**config.mk**
```make
export PLATFORM = sky130hd
export DESIGN_NAME = fft_bitrev_buf
export DESIGN_NICKNAME = d
export VERILOG_FILES = /design/src/rtl/fft_pkg.sv /design/src/rtl/fft_bitrev_ram.sv /design/src/rtl/fft_bitrev_buf.sv
export SDC_FILE = /design/constraint.sdc
export NUM_CORES = 1
export LEC_CHECK = 0
export ABC_AREA = 1
export CAP_MARGIN = 20
export CELL_PAD_IN_SITES_DETAIL_PLACEMENT = 1
export CELL_PAD_IN_SITES_GLOBAL_PLACEMENT = 2
export CORE_MARGIN = 4
export CORE_UTILIZATION = 44
export DETAILED_ROUTE_END_ITERATION = 8
export PLACE_DENSITY = 0.91
export SYNTH_ARGS = -nofsm -noshare
export SYNTH_HDL_FRONTEND = slang
export SYNTH_HIERARCHICAL = 1
export SYNTH_SLANG_ARGS = --single-unit
```
**constraint.sdc**
```tcl
create_clock -name clk -period 4.6 [get_ports clk]
set_clock_uncertainty 0.2 [all_clocks]
set_input_delay 0.92 -clock clk [delete_from_list [all_inputs] [get_ports clk]]
set_output_delay 0.92 -clock clk [all_outputs]
set_load 0.05 [all_outputs]
```
**src/rtl/fft_pkg.sv**
```systemverilog
// Shared definitions for the FFT output reorder buffer: frame size,
// complex word type and index bit reversal.
package fft_pkg;

  localparam int FFT_DBW = 4;
  localparam int FFT_CBW = 3;
  localparam int FFT_N   = 1 << FFT_CBW;

  // Imaginary part in the upper half, real part in the lower half.
  typedef logic [2*FFT_DBW-1:0] cplx_t;

  function automatic int fft_n(input int cbw);
    return 1 << cbw;
  endfunction

  // Reverses the low w bits of a (w <= 16); upper result bits are zero.
  function automatic logic [15:0] bitrev(input logic [15:0] a, input int unsigned w);
    logic [15:0] r;
    r = {<<{a}};
    return r >> (16 - w);
  endfunction

endpackage

```
**src/rtl/fft_bitrev_ram.sv**
```systemverilog
// Two-bank register store for the reorder buffer: one write port and one
// registered read port whose output is forced to zero when not enabled.
module fft_bitrev_ram #(
  parameter int DBW = 4,
  parameter int CBW = 3
) (
  input  logic               clk,
  input  logic               rstx,
  input  logic               i_wbank,
  input  logic [CBW-1:0]     i_waddr,
  input  logic [2*DBW-1:0]   i_wdata,
  input  logic               i_rd_en,
  input  logic               i_rbank,
  input  logic [CBW-1:0]     i_raddr,
  output logic [2*DBW-1:0]   o_rdata
);

  localparam int DEPTH = 2 << CBW;

  logic [2*DBW-1:0] r_mem [DEPTH];

  // Storage is deliberately not reset; only the output register is.
  always_ff @(posedge clk) begin
    r_mem[{i_wbank, i_waddr}] <= i_wdata;
  end

  always_ff @(posedge clk or negedge rstx) begin
    if (!rstx) begin
      o_rdata <= '0;
    end else begin
      o_rdata <= i_rd_en ? r_mem[{i_rbank, i_raddr}] : '0;
    end
  end

endmodule

```
**src/rtl/fft_bitrev_buf.sv**
```systemverilog
// Reorders bit-reversed FFT output frames into natural order via ping-pong banks.
// Optional frame_start output enabled by defining FFT_BITREV_FSTART_EN.
module fft_bitrev_buf
  import fft_pkg::*;
#(
  parameter int DBW = FFT_DBW,
  parameter int CBW = FFT_CBW,
  parameter int LAT = 0
) (
  input  logic               clk,
  input  logic               rstx,
  input  logic               clear,
  input  logic [2*DBW-1:0]   din,
  output logic [2*DBW-1:0]   dout,
  output logic               dout_valid
`ifdef FFT_BITREV_FSTART_EN
  ,
  output logic               frame_start
`endif
);

  localparam int N = fft_n(CBW);
  // Counter preload so that index 0 lands on wcnt==0 after LAT cycles.
  localparam logic [CBW-1:0] WCNT_CLR = CBW'((N - LAT) % N);

  logic [CBW-1:0] r_wcnt;
  logic           r_wbank;
  logic           r_filled;
  logic           r_prefix;
  logic           r_dout_valid;
  logic           w_wrap;
  logic           w_rd_en;
  logic [CBW-1:0] w_waddr;

  assign w_wrap  = (r_wcnt == CBW'(N - 1));
  assign w_waddr = CBW'(bitrev(16'(r_wcnt), CBW));
  assign w_rd_en = r_filled && !clear;

  // r_prefix marks the LAT garbage words so their wrap does not count as a frame.
  always_ff @(posedge clk or negedge rstx) begin
    if (!rstx) begin
      r_wcnt       <= '0;
      r_wbank      <= 1'b0;
      r_filled     <= 1'b0;
      r_prefix     <= 1'b0;
      r_dout_valid <= 1'b0;
    end else if (clear) begin
      r_wcnt       <= WCNT_CLR;
      r_wbank      <= 1'b0;
      r_filled     <= 1'b0;
      r_prefix     <= (LAT != 0);
      r_dout_valid <= 1'b0;
    end else begin
      r_wcnt       <= r_wcnt + CBW'(1);
      r_dout_valid <= r_filled;
      if (w_wrap) begin
        r_wbank <= ~r_wbank;
        if (r_prefix) r_prefix <= 1'b0;
        else          r_filled <= 1'b1;
      end
    end
  end

  fft_bitrev_ram #(
    .DBW(DBW),
    .CBW(CBW)
  ) u_ram (
    .clk     (clk),
    .rstx    (rstx),
    .i_wbank (r_wbank),
    .i_waddr (w_waddr),
    .i_wdata (din),
    .i_rd_en (w_rd_en),
    .i_rbank (~r_wbank),
    .i_raddr (r_wcnt),
    .o_rdata (dout)
  );

  assign dout_valid = r_dout_valid;

`ifdef FFT_BITREV_FSTART_EN
  logic r_fstart;

  always_ff @(posedge clk or negedge rstx) begin
    if (!rstx) begin
      r_fstart <= 1'b0;
    end else begin
      r_fstart <= w_rd_en && (r_wcnt == '0);
    end
  end

  assign frame_start = r_fstart;
`endif

endmodule
```
# Word level (Yosys, flattened, before mapping)
# Memories as Yosys holds them, arrays and structs flattened.
# Index checks and enable logic that the tools add are counted.
totals:
  reg_bits: 15
  ram_bits: 128
  output_inout_bits: 9
  wordCells: 25
  mem_count: 1
op_classes:
  add_sub_neg: 1
  n_eq_ne: 2
  n_mux: 10
  n_bitwise: 1
  n_reduce_logical: 4
mem_list:
  columns: ["name", "words", "word_bits", "rd", "rd_clocked_by_memory_dff", "wr", "line_no", "source"]
  rows:
  - ["u_ram.r_mem", 16, 8, 1, 0, 1, "fft_bitrev_ram.sv:20", "logic [2*DBW-1:0] r_mem [DEPTH];"]
op_table:
  columns: ["op", "n"]
  rows:
  - ["$mux W1", 8]
  - ["$mux W8", 1]
  - ["$add A3 B1 Y3 const B", 1]
  - ["$eq A3 B3 Y1 const B", 1]
  - ["$mux W3", 1]
  - ["$ne A2 B2 Y1 const B", 1]
  - ["$reduce_and A2 Y1", 1]
  - ["$reduce_bool A2 Y1", 1]
  - ["$logic_and A1 B1 Y1", 1]
  - ["$logic_not A1 Y1", 1]
  - ["$not A1 Y1", 1]

# Depth between registers and ports, before layout
# Gate-level depths: netlist of the first run.
depth:
  ltp_word: 3
  depth_mapped: 8
  depth_no_buf: 7

# Cells and area by module
# Netlist of the first run, hierarchy kept.
by_module_without_submodules:
  columns: ["mod", "n_inst", "cells_each", "area_per_inst_um2"]
  rows:
  - ["fft_bitrev_ram", 1, 537, 5720.5]
  - ["fft_bitrev_buf", 1, 22, 231.5]

# Worst setup path after synthesis of the first run
# Ideal clock, no wire load.
synth_timing:
  kind: "register -> output"
  from: "reg u_ram.o_rdata[0]"
  to: "out dout[0]"
  arrival_time_ps: 586
  t_required_ps: 3480
  path_slack_ps: 2894
  stages_incl_launch_ff: 1
  cell_sequence: "dfrtp_1"
synth_rtl:
  columns: ["item", "line_no", "source"]
  rows:
  - ["start: declaration", "fft_bitrev_ram.sv:15", "output logic [2*DBW-1:0] o_rdata"]
  - ["start signal: assignment", "fft_bitrev_ram.sv:31", "o_rdata <= i_rd_en ? r_mem[{i_rbank, i_raddr}] : '0;"]
  - ["end: declaration", "fft_bitrev_buf.sv:14", "output logic [2*DBW-1:0] dout,"]
# No word-level cell between the ends.

# Final worst setup path of the first run
layout_timing:
  from: "reg r_dout_valid, in the netlist dout_valid"
  to: "out dout_valid"
layout_rtl:
  columns: ["item", "line_no", "source"]
  rows:
  - ["start: declaration", "fft_bitrev_buf.sv:30", "logic r_dout_valid;"]
  - ["start signal: assignment", "fft_bitrev_buf.sv:55", "r_dout_valid <= r_filled;"]
  - ["end: declaration", "fft_bitrev_buf.sv:15", "output logic dout_valid"]
# No word-level cell between the ends.

==> run summary, run 1 <==
========================================================================================
Outcome                                                                        completed
Floorplan die height                                                            124.3 um
Max clock buf depth                                                                    2
Wire length after detailed routing                                              15270 um
Number of instances resized during post-cts repair                                     0
Reg clk slew, reported paths                                                     0.06 ns
Cell area after technology mapping                                             5952 um^2
Layout overhead on the synthesized area                                           14.57%
Power density normalized to cell area                                       442.7 nW/um^2
Least-Margin Pin Slew                                                          0.8700 ns
Flip-flop and latch count after synthesis                                            142
Met3 global-route usage                                                          0.04846
Number of cells traversed by the worst hold path                                       1
GRT met1 Usage                                                                    0.2663
Maximum vdd drop                                                               0.4137 mV
Number of synthesis warnings                                                           6
Synth unique cells                                                                    15
Routed len/inst                                                                 19.96 um
Quantity of I/O buffers inserted on ports                                             19
DRC violations left                                                                    0
Largest stage delay on the critical path                                         0.81 ns
Buffer and inverter count on the worst path                                            1
Buffer cell driving the clock tree root                                        clkbuf_16
First-pass GRT wire length                                                      23700 um
Maximum capacitance violations                                                         0
Worst min-delay path startpoint                                                 r_filled
Core box area                                                                 13240 um^2
Required time of the critical path                                               3.48 ns
Reg-to-reg critical path endpoint                                           u_ram/r_mem[7][2]
Number of DRC violations after detailed-routing iteration 0                          359
Count of cells along the worst register-to-register path                               3
Chip Width                                                                      124.3 um
Post-route worst hold slack                                                    0.2850 ns
Type of element capturing the critical path                                  output port
Critical path peak fanout                                                              1
Class of the most critical hold timing path                                 register to register
Mapped Avg Cell Area                                                          10.65 um^2
Worst flop-to-flop path startpoint                                             r_wcnt[0]
Met2 Use GR                                                                       0.3365
Final TNS setup                                                                     0 ns
Number of diodes                                                                       0
Source-to-sink clock delay at the later pin of the worst-skew pair               0.43 ns
Largest net degree at the start of global routing                                     70
Share of the clock period used by the worst path                                  0.5866
Via count of the first global-routing pass                                          4174
Via/cell ratio                                                                     5.247
Synth Instances                                                                      559
Total clock sinks                                                                    142
Site Rows                                                                             42
Total half-perimeter wirelength after legalization and detailed placement        9091 um
Final Critical Period                                                           2.698 ns
Slowest cell on crit path                                                   clkdlybuf4s50_1
Leakage component of the power                                                  2.819 nW
Total via count after detailed routing                                              4014
Seq/Total Area, Yosys                                                             0.7046
Global route total overflow                                                            0
Net Count, Synth                                                                     572
Final weighted congestion in routability-driven placement                         0.7483
Slew Limit Headroom                                                               0.4179
Number of antenna violations at the first check in global routing                      0
Highest clock frequency the design can meet                                    370.6 MHz
Post-Place Worst Slack                                                          2.093 ns
Clock buffer count from CTS                                                           17
Final Setup Violations                                                                 0
Layer with the highest usage                                                        met2
Max-slew violation count                                                               0
Die footprint                                                                 15450 um^2
Post CTS Setup Buffer Count                                                            0
Antenna viol nets, final                                                               0
Hold Buf Count CTS                                                                     0
Critical path startpoint category                                               register
Kind of critical path                                                       register to output port
CTS tree                                                                             yes
Data arrival time of the worst path                                              1.58 ns
Setup slack of the critical path after layout                                   1.902 ns
Worst-path cell chain                                                       clkdlybuf4s50_1
End point of the worst hold path                                                r_filled
H-tree depth                                                                           4
Fillers                                                                             1436
Number of nets in the layout                                                         589
Share of cells above drive strength 1                                            0.06112
Initial Utilization                                                               0.4495
Final-report hold violation count                                                      0
Io pins                                                                               20
Setup repair after global routing missed its margin                                   no
Total global-route track usage                                                    0.2058
Length of the first detailed-routing pass in iterations                                5
Cell family with most CP delay                                              buffers and inverters
Setup slack of the worst register-to-register path                               2.09 ns
========================================================================================
==> cells by family after synthesis <==
kind of cell	after synthesis	share of synthesized area
DFF	142	0.7046
buffers and inverters	102	0.07463
adders and majority gates	2	0.004204
AOI/OAI and AO/OA	9	0.007989
and+or+nand+nor	304	0.2085
==> placed cells by master, fill, tap and decap left out <==
cell and count:
a21oi_1 8, buf_12 1, buf_4 2, bufinv_16 2
clkbuf_16 17, clkdlybuf4s50_1 19, clkinv_1 3, clkinv_2 3
clkinv_4 2, clkinvlp_4 3, dfrtp_1 13, dfrtp_2 1
edfxtp_1 128, ha_1 2, inv_1 75, inv_2 3
inv_6 1, inv_8 1, nand2_1 202, nand3_1 80
nor2_1 22, o21a_1 1
==> layer usage <==
| layer | routed length [um] | vias to the layer above |
|---|---|---|
| met1 | 6729 | 2030 |
| li1 | - | 1850 |
| met2 | 7476 | 106 |
| met3 | 759 | 28 |
| met5 | 0 | - |
| met4 | 301 | 0 |
==> cell type report <==
type	count	area [um^2]	area share
timing repair buffer	22	225.2	0.03303
multi-input combinational	315	1314	0.1927
sequential	142	4195	0.6152
tap	176	220.2	0.03229
clock buffer	17	425.4	0.06239
inverter	78	292.8	0.04294
clock inverter	15	146.4	0.02147
==> flip-flops by register name, indices dropped and copies added (netlist names) <==
name and flops:
u_ram/o_rdata 8, r_filled 1, dout_valid 1, u_ram/r_mem 128, r_wbank 1, r_wcnt 3
==> through the flow <==
stage / utilization / power, mW / cells / cell area (um^2)
after floorplan: - / 1.612 / 559 / 5952
after global placement: 0.4702 / 1.693 / 732 / 6227
after detailed placement: 0.4718 / 1.705 / 733 / 6247
after CTS: 0.5149 / 3.033 / 765 / 6819
after global routing: 0.5149 / 3.128 / 765 / 6819
final: 0.5149 / 3.019 / 765 / 6819
==> cells in the mapped netlist <==
cell type / number / area, um^2
inv_1: 75 / 281.5
dfrtp_1: 14 / 350.3
buf_1: 1 / 3.750
buf_2: 16 / 80.08
buf_6: 5 / 56.30
clkbuf_1: 1 / 3.750
nor2_1: 22 / 82.58
inv_2: 3 / 11.26
nand3_1: 80 / 400.4
o21a_1: 1 / 7.510
buf_4: 1 / 7.510
edfxtp_1: 128 / 3844
nand2_1: 202 / 758.2
a21oi_1: 8 / 40.04
ha_1: 2 / 25.02
==> worst max path at each step <==
stage / startpoint / to / slack (ns) / depth (start not counted)
after floorplan: u_ram/o_rdata[0] / dout[0] / 2.89 / 0
final: dout_valid / dout_valid / 1.90 / 1
after global placement: r_wcnt[0] / u_ram/r_mem[7][2] / 2.15 / 3
after global routing: dout_valid / dout_valid / 1.85 / 1
after CTS: dout_valid / dout_valid / 1.88 / 1
after detailed placement: r_wcnt[2] / u_ram/r_mem[11][0] / 2.09 / 2
==> power by group <==
group          internal (mW)  switching [mW]
clock                  0.793           0.542
combinational         0.0570           0.174
sequential              1.44          0.0118
(Power assumes the default switching activity.)
==> run 2, diff against run 1 <==
--- a/config.mk
+++ b/config.mk
@@ -10,9 +10,9 @@
 export CELL_PAD_IN_SITES_DETAIL_PLACEMENT = 1
 export CELL_PAD_IN_SITES_GLOBAL_PLACEMENT = 2
 export CORE_MARGIN = 4
-export CORE_UTILIZATION = 44
+export CORE_UTILIZATION = 37
 export DETAILED_ROUTE_END_ITERATION = 8
-export PLACE_DENSITY = 0.91
+export PLACE_DENSITY = 0.83
 export SYNTH_ARGS = -nofsm -noshare
 export SYNTH_HDL_FRONTEND = slang
 export SYNTH_HIERARCHICAL = 1
==> constraint.sdc (replaced) <==
create_clock -name clk -period 2.35 [get_ports clk]
set_clock_uncertainty 0.2 [all_clocks]
set_input_delay 0.47 -clock clk [delete_from_list [all_inputs] [get_ports clk]]
set_output_delay 0.47 -clock clk [all_outputs]
set_load 0.05 [all_outputs]
==> run summary, run 2 (synthesized netlist as in run 1, its figures left out) <==
========================================================================================
Wire length after detailed routing                                              15450 um   +1.2%
Utilization after layout                                                          0.4477   -0.06726
Final Setup Violations                                                                 0   unchanged
Initial Utilization                                                               0.3760   -0.07340
Number of antenna violations at the first check in global routing                      0   unchanged
Largest net degree at the start of global routing                                     65   -7.1%
Chip Width                                                                      134.8 um   +8.5%
Die footprint                                                                 18180 um^2   +18%
H-tree depth                                                                           4   unchanged
Number of instances resized during post-cts repair                                     0   unchanged
Most common library cell in the layout ignoring fill and taps                    nand2_1
Routed len/inst                                                                 18.69 um   -6.4%
Reg clk slew, reported paths                                                     0.06 ns   about the same
Maximum capacitance violations                                                         0   unchanged
Floorplan die height                                                            134.8 um   +8.5%
Via/cell ratio                                                                     4.778   -8.9%
Layout overhead on the synthesized area                                           19.05%
Pint                                                                            4.702 mW   +110%
Global route total overflow                                                            0   unchanged
Placed Instances                                                                     795   +8.5%
Share of the clock period used by the worst path                                  0.9699
Total half-perimeter wirelength after legalization and detailed placement        9583 um   +5.4%
Largest stage delay on the critical path                                         0.85 ns   +0.04 ns
Critical path startpoint category                                               register
Total global-route track usage                                                    0.1800   -0.02572
Critical path peak fanout                                                              1   unchanged
Number of diodes                                                                       0   unchanged
Kind of critical path                                                       register to output port
Max reg flops                                                                        128   unchanged
Final weighted congestion in routability-driven placement                         0.8029   +7.3%
Total clock sinks                                                                    142   unchanged
Hold Buf Count CTS                                                                     0   unchanged
Final-report hold violation count                                                      0   unchanged
Maximum vdd drop                                                               0.4927 mV   +19%
DRC violations left                                                                    0   unchanged
Share of cells above drive strength 1                                            0.09493   +0.03381
Total via count after detailed routing                                              3951   -1.6%
Leading cell types in the layout, fill and taps excluded                    202 x nand2_1, 128 x edfxtp_1, 80 x nand3_1, 75 x inv_1, 23 x buf_4
Type of element capturing the critical path                                  output port
Number of DRC violations after detailed-routing iteration 0                          256   -29%
Area after DPL                                                                 6475 um^2   +3.6%
Quantity of I/O buffers inserted on ports                                             19   unchanged
Via count of the first global-routing pass                                          4221   +1.1%
Switching power summed over all nets                                            1.366 mW   +88%
Final TNS setup                                                                     0 ns   unchanged
Switching portion of total power                                                  0.2251   -0.01621
Post CTS Setup Buffer Count                                                            0   unchanged
Highest clock frequency the design can meet                                    438.7 MHz
Buffer cell driving the clock tree root                                        clkbuf_16
CTS tree                                                                             yes
Power density normalized to cell area                                       856.4 nW/um^2   +93%
Outcome                                                                        completed
Sequential fraction of design power                                                0.467   -0.014
Leakage component of the power                                                  2.960 nW   +5.0%
Length of the first detailed-routing pass in iterations                                4   -1
Setup slack of the worst register-to-register path                               0.47 ns   -1.62 ns
Cell family with most CP delay                                              buffers and inverters
Reg with most FFs                                                            u_ram/r_mem
Required time of the critical path                                               1.68 ns   -1.80 ns
Buffer and inverter count on the worst path                                            1   unchanged
Final Power                                                                     6.068 mW   +100%
Slew Limit Headroom                                                               0.4742   +0.05639
Slowest cell on crit path                                                   clkdlybuf4s50_1
Max clock buf depth                                                                    2   unchanged
First-pass GRT wire length                                                      24120 um   +1.7%
Io pins                                                                               20   unchanged
Registers with the highest flip-flop counts                                 u_ram/r_mem: 128 flops, u_ram/o_rdata: 8 flops, r_wcnt: 3 flops
Data arrival time of the worst path                                              1.61 ns   +0.03 ns
Antenna viol nets, final                                                               0   unchanged
Class of the most critical hold timing path                                 input port to asynchronous set/reset pin
Least-Margin Pin Slew                                                          0.7862 ns   -0.08383 ns
Final instance area                                                            7086 um^2   +3.9%
Power share of the clock group                                                     0.453   +0.011
Clock buffer count from CTS                                                           17   unchanged
Max-slew violation count                                                               0   unchanged
Source-to-sink clock delay at the later pin of the worst-skew pair               0.41 ns   -0.02 ns
Core box area                                                                 15830 um^2   +20%
Combinational power share                                                          0.079   +0.002
Worst-path cell chain                                                       clkdlybuf4s50_1
Number of nets in the layout                                                         611   +3.7%
Final Critical Period                                                           2.279 ns
Setup repair after global routing missed its margin                                   no
Filler-free cell count of the finished design                                        827   +8.1%
Site Rows                                                                             46   +9.5%
========================================================================================
run 2: layout make-up:
| class | count | area [um^2] |
|---|---|---|
| well taps | 216 | 270.3 |
| clock inverters | 10 | 136.4 |
| flip-flops and latches | 142 | 4195 |
| fillers | 1698 | 8742 |
| clock buffers | 22 | 474.2 |
| repair buffers | 44 | 402.9 |
| multi-input cells | 315 | 1314 |
| inverters | 78 | 292.8 |
run 2: per-layer routing:
metal	vias to the layer above	routed length, um	track usage
li1	1889	-	-
met5	-	0	0
met2	74	7371	0.2846
met3	18	702	0.04285
met1	1970	7180	0.2520
met4	0	200	0.04695
run 2: worst paths after layout:
| path | start | to | cells past startpoint |
|---|---|---|---|
| setup / recovery | dout_valid | dout_valid | 1 |
| hold / removal | rstx | u_ram/o_rdata[2] | 1 |
| setup reg to reg | r_wcnt[0] | u_ram/r_mem[12][7] | 4 |
| hold reg to reg | r_filled | r_filled | 1 |
| max in group asynchronous | rstx | r_wcnt[0] | 1 |
| min in group clk | r_filled | r_filled | 1 |
run 2: power by group through the flow:
stage / Combinational, mW / Clock [mW] / Sequential [mW]
detailed placement: 0.483 / 0 / 2.89
finish: 0.482 / 2.75 / 2.84
CTS: 0.487 / 2.80 / 2.84
global route: 0.537 / 2.92 / 2.84
global placement: 0.473 / 0 / 2.88
floorplan: 0.272 / 0 / 2.88
run 2: stage by stage:
step	setup slack [ns]	hold slack (ns)
floorplan	0.7823	-0.02559
global placement	0.3855	0.2723
detailed placement	0.3212	0.2753
CTS	0.04572	0.2882
global route	0.03228	0.3178
finish	0.07077	0.2818
==> run 3, diff against run 2 <==
--- a/config.mk
+++ b/config.mk
@@ -9,10 +9,11 @@
 export CAP_MARGIN = 20
 export CELL_PAD_IN_SITES_DETAIL_PLACEMENT = 1
 export CELL_PAD_IN_SITES_GLOBAL_PLACEMENT = 2
-export CORE_MARGIN = 4
-export CORE_UTILIZATION = 37
+export CORE_MARGIN = 2
+export CORE_UTILIZATION = 38
 export DETAILED_ROUTE_END_ITERATION = 8
-export PLACE_DENSITY = 0.83
+export DONT_BUFFER_PORTS = 1
+export PLACE_DENSITY = 0.82
 export SYNTH_ARGS = -nofsm -noshare
 export SYNTH_HDL_FRONTEND = slang
 export SYNTH_HIERARCHICAL = 1
==> run summary, run 3 (synthesized netlist as in run 1, its figures left out) <==
========================================================================================
Outcome                                                                        completed
Die footprint                                                                 16680 um^2   -8.2%
Number of nets in the layout                                                         593   -2.9%
Reg with most FFs                                                            u_ram/r_mem
Maximum capacitance violations                                                         0   unchanged
Share of the clock period used by the worst path                                  0.8151   -0.1548
Least-Margin Pin Slew                                                          0.8919 ns   +0.1057 ns
Max reg flops                                                                        128   unchanged
Antenna viol nets, final                                                               0   unchanged
Site Rows                                                                             45   -2.2%
Leakage component of the power                                                  2.872 nW   -3.0%
Quantity of I/O buffers inserted on ports                                              0   -19
Via count of the first global-routing pass                                          4148   -1.7%
Type of element capturing the critical path                                     register
Via/cell ratio                                                                     4.846   +1.4%
Power density normalized to cell area                                       874.1 nW/um^2   +2.1%
Maximum vdd drop                                                               0.4930 mV   about the same
Final-report hold violation count                                                      0   unchanged
Number of antenna violations at the first check in global routing                      1   +1
Largest stage delay on the critical path                                         0.45 ns   -0.40 ns
Max clock buf depth                                                                    2   unchanged
Core box area                                                                 15260 um^2   -3.6%
Wire length after detailed routing                                              15510 um   +0.33%
Layout overhead on the synthesized area                                           15.72%
Post-route worst hold slack                                                    0.2954 ns   +0.01364 ns
Floorplan die height                                                            129.2 um   -4.2%
DRC violations left                                                                    0   unchanged
Max-slew violation count                                                               0   unchanged
Io pins                                                                               20   unchanged
Worst-path cell chain                                                       buf_4 -> inv_1 -> nand3_1 -> nand3_1 -> a21oi_1
Registers with the highest flip-flop counts                                 u_ram/r_mem: 128 flops, u_ram/o_rdata: 8 flops, r_wcnt: 3 flops
Total half-perimeter wirelength after legalization and detailed placement        9907 um   +3.4%
Final weighted congestion in routability-driven placement                         0.7818   -2.6%
Highest clock frequency the design can meet                                    522.0 MHz   +19%
Setup repair after global routing missed its margin                                   no
Largest net degree at the start of global routing                                     36   -45%
First-pass GRT wire length                                                      24170 um   +0.23%
Global route total overflow                                                            0   unchanged
Required time of the critical path                                               2.45 ns   +0.77 ns
Worst flop-to-flop path startpoint                                             r_wcnt[2]
Clock buffer count from CTS                                                           17   unchanged
Class of the most critical hold timing path                                 register to register
Length of the first detailed-routing pass in iterations                                4   unchanged
Data arrival time of the worst path                                              2.01 ns   +0.40 ns
Buffer cell driving the clock tree root                                        clkbuf_16
CTS tree                                                                             yes
Final TNS setup                                                                     0 ns   unchanged
Post CTS Setup Buffer Count                                                            0   unchanged
Number of diodes                                                                       0   unchanged
Chip Width                                                                      129.2 um   -4.2%
Cell family with most CP delay                                              buffers and inverters
Leading cell types in the layout, fill and taps excluded                    202 x nand2_1, 128 x edfxtp_1, 80 x nand3_1, 75 x inv_1, 22 x nor2_1
Kind of critical path                                                       register to register
Routed len/inst                                                                 19.28 um   +3.2%
Source-to-sink clock delay at the later pin of the worst-skew pair               0.43 ns   +0.02 ns
CP startpoint                                                                  r_wcnt[2]
Buffer and inverter count on the worst path                                            2   +1
Fillers                                                                             1660   -2.2%
Final Setup Violations                                                                 0   unchanged
Most common library cell in the layout ignoring fill and taps                    nand2_1
Slowest cell on crit path                                                        dfrtp_1
Share of cells above drive strength 1                                            0.08263   -0.01230
Reg clk slew, reported paths                                                     0.06 ns   about the same
Initial Utilization                                                               0.3901   +0.01403
Total clock sinks                                                                    142   unchanged
Critical path startpoint category                                               register
Cell with the most instances on the worst path                                   nand3_1
Total via count after detailed routing                                              3896   -1.4%
Critical path peak fanout                                                             17   +16
Slew Limit Headroom                                                               0.4035   -0.07078
Total global-route track usage                                                    0.2038   +0.02379
Worst min-delay path startpoint                                                 r_filled
H-tree depth                                                                           4   unchanged
Number of DRC violations after detailed-routing iteration 0                          299   +17%
Final Critical Period                                                           1.916 ns   -0.3637 ns
========================================================================================
==> run 3: area by class of cell <==
type	instances	area, um^2	share of cell area
flip-flops and latches	142	4195	0.6091
multi-input cells	315	1314	0.1907
clock buffers	22	464.2	0.06739
inverters	78	292.8	0.04251
well taps	211	264.0	0.03833
repair buffers	26	220.2	0.03197
clock inverters	10	137.6	0.01998
==> run 3: path summary, 6_finish.rpt <==
| check | depth (start not counted) | slack [ns] | endpoint |
|---|---|---|---|
| min in group asynchronous | 1 | 0.34 | dout_valid |
| max in group asynchronous | 1 | 1.09 | r_wcnt[0] |
| min | 1 | 0.30 | r_filled |
| min reg2reg | 1 | 0.30 | r_filled |
| max reg2reg | 5 | 0.43 | u_ram/o_rdata[0] |
| max | 5 | 0.43 | u_ram/o_rdata[0] |
==> run 3: power breakdown <==
group          internal, mW  total (mW)  leakage (nW)  switching, mW
Combinational         0.114       0.442          1.23          0.329
Clock                  1.72        2.74         0.290           1.02
Sequential             2.82        2.84          1.35         0.0247
Total                  4.65        6.02          2.87           1.37
==> run 3: metal layers <==
| metal | share of wire | GRT usage | up-vias | wire (um) |
|---|---|---|---|---|
| met2 | 0.48 | 0.3254 | 79 | 7404 |
| met4 | 0.014 | 0.06330 | 2 | 221 |
| met1 | 0.45 | 0.2725 | 1941 | 7048 |
| met3 | 0.053 | 0.05656 | 18 | 817 |
| li1 | - | - | 1856 | - |
| met5 | 0.00084 | 0 | - | 13 |
==> run 3: worst register-to-register path, cell delays in order (launching register included) <==
cell and delay (ns):
dfrtp_1 0.45, buf_4 0.24, inv_1 0.41, nand3_1 0.26
nand3_1 0.14, a21oi_1 0.08
==> run 3: per-stage QoR <==
stage / cell area [um^2] / utilization / setup WS [ns] / power (mW) / instances
after floorplan: 5952 / - / 0.7823 / 3.156 / 559
after global placement: 6186 / 0.4054 / 0.4556 / 3.262 / 762
after detailed placement: 6186 / 0.4054 / 0.4170 / 3.273 / 762
after CTS: 6888 / 0.4514 / 0.4070 / 6.072 / 804
after global routing: 6888 / 0.4514 / 0.2437 / 6.239 / 804
final: 6888 / 0.4514 / 0.4345 / 6.021 / 804
==> run 3: timing repair <==
action / in CTS / in global routing
gates resized for setup: 0 / 0
setup endpoints to repair: 0 / 0
hold buffers: 10 / 0
hold endpoints to repair: 148 / 0
